<file path="src/rtl/pulse_meas.sv">
// Pulse-width capture: counts clk cycles that the (optionally synchronized) input is high,
// latches the result with sticky done/ovf/lost status, readable over an address-match bus.
module pulse_meas #(
  parameter int CNT_W   = 32,
  parameter bit SYNC_EN = 1'b1
) (
  input  logic        i_clk,
  input  logic        i_rst_n,
  input  logic [31:0] i_width_addr,
  input  logic [31:0] i_stat_addr,
  input  logic        i_rd,
  input  logic [31:0] i_raddr,
  output logic [31:0] o_rdata,
  output logic        o_rdata_vld,
  input  logic        i_pulse_in,
  output logic        o_meas_done
);

  // state | meaning
  // IDLE  | waiting for a rising edge of the conditioned input
  // MEAS  | input high, counting cycles until the falling edge
  typedef enum logic {IDLE = 1'b0, MEAS = 1'b1} state_t;

  state_t           r_state;
  logic [CNT_W-1:0] r_cnt;
  logic [CNT_W-1:0] r_width;
  logic             r_ovf_pend;
  logic             r_done;
  logic             r_ovf;
  logic             r_lost;
  logic             r_p_d;

  logic w_p_s;
  logic w_rise;
  logic w_fall;
  logic w_rd_width;
  logic w_rd_stat;
  logic w_cnt_max;

  generate
    if (SYNC_EN) begin : g_sync
      logic [1:0] r_sync;
      always_ff @(posedge i_clk or negedge i_rst_n) begin
        if (!i_rst_n) r_sync <= 2'b00;
        else          r_sync <= {r_sync[0], i_pulse_in};
      end
      assign w_p_s = r_sync[1];
    end else begin : g_nosync
      assign w_p_s = i_pulse_in;
    end
  endgenerate

  assign w_rise     = w_p_s & ~r_p_d;
  assign w_fall     = ~w_p_s & r_p_d;
  // WIDTH decode has priority when both addresses alias, so nothing clears then
  assign w_rd_width = i_rd && (i_raddr == i_width_addr);
  assign w_rd_stat  = i_rd && (i_raddr == i_stat_addr) && !w_rd_width;
  assign w_cnt_max  = &r_cnt;

  assign o_meas_done = r_done;

  always_ff @(posedge i_clk or negedge i_rst_n) begin
    if (!i_rst_n) begin
      r_state     <= IDLE;
      r_cnt       <= '0;
      r_width     <= '0;
      r_ovf_pend  <= 1'b0;
      r_done      <= 1'b0;
      r_ovf       <= 1'b0;
      r_lost      <= 1'b0;
      r_p_d       <= 1'b0;
      o_rdata     <= '0;
      o_rdata_vld <= 1'b0;
    end else begin
      r_p_d       <= w_p_s;
      o_rdata_vld <= w_rd_width | w_rd_stat;
      if (w_rd_width)     o_rdata <= 32'(r_width);
      else if (w_rd_stat) o_rdata <= {29'b0, r_lost, r_ovf, r_done};
      else                o_rdata <= '0;

      if (w_rd_stat) begin
        r_done <= 1'b0;
        r_ovf  <= 1'b0;
        r_lost <= 1'b0;
      end

      case (r_state)
        IDLE: begin
          if (w_rise) begin
            r_state <= MEAS;
            r_cnt   <= CNT_W'(1);
          end
        end
        MEAS: begin
          if (w_fall) begin
            // capture overrides a same-edge status clear; rdata above still shows old values
            r_state    <= IDLE;
            r_width    <= r_cnt;
            r_done     <= 1'b1;
            r_ovf      <= (r_ovf & ~w_rd_stat) | r_ovf_pend;
            r_lost     <= (r_lost & ~w_rd_stat) | r_done;
            r_ovf_pend <= 1'b0;
          end else if (w_cnt_max) begin
            r_ovf_pend <= 1'b1;
          end else begin
            r_cnt <= r_cnt + CNT_W'(1);
          end
        end
        default: r_state <= IDLE;
      endcase
    end
  end

endmodule

</file>
<file path="config.mk">
export PLATFORM = sky130hd
export DESIGN_NAME = pulse_meas
export DESIGN_NICKNAME = d
export VERILOG_FILES = /design/src/rtl/pulse_meas.sv
export SDC_FILE = /design/constraint.sdc
export NUM_CORES = 1
export LEC_CHECK = 0
export CAP_MARGIN = 5
export CORE_UTILIZATION = 40
export DETAILED_ROUTE_END_ITERATION = 8
export PLACE_DENSITY = 0.72
export SYNTH_ARGS = -nofsm -noshare
export SYNTH_HDL_FRONTEND = slang
export SYNTH_SLANG_ARGS = --single-unit
</file>
<file path="constraint.sdc">
create_clock -name i_clk -period 2.1 [get_ports i_clk]
set_clock_uncertainty 0.2 [all_clocks]
set_input_delay 0.42 -clock i_clk [delete_from_list [all_inputs] [get_ports i_clk]]
set_output_delay 0.42 -clock i_clk [all_outputs]
set_load 0.05 [all_outputs]
</file>
==> results of run 1 <==
-- layout by cell type (no fill, tap or decap), types with 4 or more instances in the layout --
cell	count
and2_1	29
inv_1	9
nand3_1	15
nand4_1	32
dfrtp_1	104
mux2i_1	4
clkdlybuf4s50_1	22
or4_4	5
xnor2_1	8
xor2_1	5
dlygate4sd2_1	14
xnor2_2	27
a21oi_1	25
clkbuf_16	9
or4_1	5
o21ai_0	26
nor4_2	8
nor3_1	6
nand3_2	4
a21oi_2	8
clkbuf_2	22
buf_6	6
buf_12	6
nor2_1	10
dlymetal6s2s_1	45
xor2_2	22
nand2_1	100
or3_1	15
buf_4	128
o31ai_1	6
nor4_1	5
nand2b_1	8
clkdlybuf4s15_1	8
-- per-stage QoR --
stage          hold WS (ps)  setup TNS, ps
3_5_place_dp            140         -21370
4_1_cts                 155           -199
5_1_grt                 171          -3970
6_report                150          -1520
2_1_floorplan         -75.6              0
3_3_place_gp            139         -20360
-- registers in the layout, summed over array words and instances, names as in the netlist --
signal	flops
o_rdata	32
r_ovf	1
r_p_d	1
o_rdata_vld	1
r_lost	1
o_meas_done	1
r_state	1
g_sync.r_sync	2
r_cnt	32
r_ovf_pend	1
r_width	32
-- worst reg2reg max path: stages (launching register included) --
cell and delay (ps):
dfrtp_1 380, ha_2 190, nand4_1 190, nor2_4 210
nand4_1 210, buf_4 210, or4_4 410, a21oi_2 140
-- worst min-delay path by stage --
stage / start / to / slack [ps] / cells after the start
2_1_floorplan: i_rst_n / g_sync.r_sync[0] / -80 / 0
3_3_place_gp: g_sync.r_sync[0] / g_sync.r_sync[1] / 140 / 0
3_5_place_dp: g_sync.r_sync[0] / g_sync.r_sync[1] / 140 / 0
4_1_cts: g_sync.r_sync[0] / g_sync.r_sync[1] / 160 / 0
5_1_grt: g_sync.r_sync[0] / g_sync.r_sync[1] / 170 / 0
6_report: g_sync.r_sync[0] / g_sync.r_sync[1] / 150 / 0
-- cell type report --
cell class | count | area, um2
inverter | 10 | 37.5
fill | 904 | 4030
timing repair buffer | 255 | 2310
clock inverter | 4 | 51.3
clock buffer | 11 | 253
antenna | 1 | 2.50
sequential | 105 | 2630
multi-input combinational | 417 | 3190
tap | 172 | 215
-- routing by layer --
layer / vias to the layer above / GRT usage (%) / part of all wire (%)
met5: - / 0 / 0
met4: 0 / 8.02 / 3.9
met3: 62 / 5.35 / 6.9
met2: 245 / 44.2 / 53
met1: 2524 / 28.1 / 36
li1: 2410 / - / -
-- logic make-up after synthesis --
kind of cell,after synthesis
DFF,105
xor gates and xnor gates,63
adders and majority gates,1
muxes,4
and+or+nand+nor,273
buffers and inverters,29
AOI/OAI and AO/OA,75
-- power by group through the flow --
stage	clock (mW)	combinational (mW)	sequential, mW
2_1_floorplan	0	0.284	2.17
3_3_place_gp	0	0.790	2.16
3_5_place_dp	0	0.806	2.17
4_1_cts	1.71	0.860	2.13
5_1_grt	1.80	1.05	2.14
6_report	1.70	0.979	2.13
-- timing repair --
item                                    in CTS  in global routing
pin swaps                                   31                 52
cloned                                       4                  0
endpoints found under the setup margin      45                 72
hold buffers                                 1                  0
hold endpoints to repair                    30                  0
setup buffers                               13                 16
resized for setup                           98                161
==> summary.md, run 1 <==
| Metric | Value |
|---|---|
| Gr ovfl total | 0 |
| Reg power frac | 44.3% |
| Worst VDD drop | 0.532 mV |
| Number of synthesized register bits | ~110 |
| Outcome | finished with violations |
| Sequential-to-total area share from yosys stat | about half |
| Post-Syn Instances | 550 |
| Failing checks | setup timing |
| Synth Area in Compound Gates | 8.48% |
| Core box area | around 13000 um2 |
| Post-synth EDFFs | 0 |
| First-pass GRT wire length | 25000 um |
| Largest net degree at the start of global routing | 49 |
| Post-DP Area | around 7400 um2 |
| Power, Total | slightly below 5 mW |
| CP Depth | 7 |
| Fin crit period | between 2000 and 2500 ps |
| Share of layout cells above drive strength 1 | 36.7% |
| Vias per cell | 5.38 |
| Clock power share | 35.3% |
| Final Util | between 60% and 70% |
| Crit-path cells | ha_2 > nand4_1 > nor2_4 > nand4_1 > buf_4 > or4_4 > a21oi_2 |
| CTS tree | done |
| Crit path capture | r_cnt[26] |
| Slowest cell on crit path | or4_4 |
| Most used cell, CP | nand4_1 |
| Crit path launch | r_cnt[1] |
| Multiplexer area fraction after synthesis | less than 1% |
| Synth Area in Adders | 0.238% |
| Post-synthesis simple-gate area fraction | between 20% and 30% |
| WL final | 17200 um |
| Unique masters post-synth | 42 |
| Clock Path Buffers | 2 |
| RR Endpoint | r_cnt[26] |
| Slew @ Worst Pin | 599 ps |
| Most frequent cells after synthesis | dfrtp_1 (105), nand2_1 (101), xnor2_1 (35) |
| DP HPWL | between 10000 and 15000 um |
| Nets | between 800 and 900 |
| Internal Dissipation | 3.58 mW |
| RSZ-0062 raised after global routing | yes |
| Startpoint Class | register |
| Hold WC Path Type | register to register |
| Final setup fails | 37 |
| Worst path top cell family by delay | simple AND/OR/NAND/NOR gates |
| Main combinational cell family by area after synthesis | simple AND/OR/NAND/NOR gates |
| Period utilization | 105% |
| Mean Syn Cell Area | ~9.6 um2 |
| Pleak | around 4.4 nW |
| Post-synth ARST share | 100% |
| Net Count, Synth | between 600 and 700 |
| Largest area contributor in the synthesized netlist | dfrtp_1 |
| Setup CP Type | register to register |
| Total CTS buffers | 9 |
| Final Cell Area | slightly below 9000 um2 |
| Die Span Y | around 120 um |
| All-Layer GR Usage | between 20% and 30% |
| Top FF cell, synth | dfrtp_1 |
| Final GP Congestion | about 0.88 |
| Setup slack after layout | -106 ps |
| Switching Power | 1.24 mW |
| WP buf/inv | 1 |
| Xor/xnor share of the synthesized area | between 10% and 20% |
| Top Ports | approximately 130 |
| Sink Count | ~110 |
| Starting Density | about two fifths |
| Initial DRC count | approximately 290 |
| Router iterations before antenna repair | 9 |
| CTS clk-pin slew, worst paths | roughly 60 ps |
| CP arrival | between 2000 and 2500 ps |
| Vias in the first global route | about 5100 |
| Avg WL per Cell | between 15 and 20 um |
| Fin cells | 975 |
| Critical Path RT | 2170 ps |
| Die area | approximately 14000 um2 |
| Synth top area cells | dfrtp_1 (50%), nand2_1 (7.2%), xnor2_1 (5.8%), xor2_1 (4.7%), nand4_1 (3.8%) |
| Initial antenna violation count | 1 |
| Vias | 5241 |
| Post-synth top area share | ~50% |
| H-tree Lvls | 3 |
| Top-count cell post-synth | dfrtp_1 |
| Post-synthesis cell area | around 5300 um2 |
| Die width | 117 um |
| Worst stage delay on the critical path | a little over 400 ps |
| Slew Limit Headroom | between 60% and 70% |
| Crit. End Element | register |
| Max-slew violations | 0 |
| Crit path max fanout | 5 |
| Reg2Reg Depth | 7 |
| Switch share | 25.7% |
| Pwr dens | between 500 and 600 nW/um2 |
| Max cap viols | 0 |
| FP Rows | just over 40 |
| DRC violations left | 0 |
| Combinational power share | just over 20% |
| Reg-to-reg startpoint | r_cnt[1] |
| Flop2flop setup slack | -110 ps |
| Final ANT Viol Nets | 0 |
| Dpl cells | slightly above 900 |
| Synth warnings | 0 |
| Clock Latency Late Sink | between 300 and 400 ps |
| Layout area overhead | 65.1% |
| FMAX | 0.453 GHz |
| Root Driver | clkbuf_16 |
| IO Port Bufs | roughly 130 |
| Place WS | -726 ps |
| Hold Vio Cnt, Final | 0 |
Note: power is estimated with default switching activity, not from simulation.
==> run 2: changes to the inputs <==
CTS_CLUSTER_DIAMETER = 30   (was default)
==> results of run 2 <==
The final DEF is identical to that of run 1; final timing and power are the same.
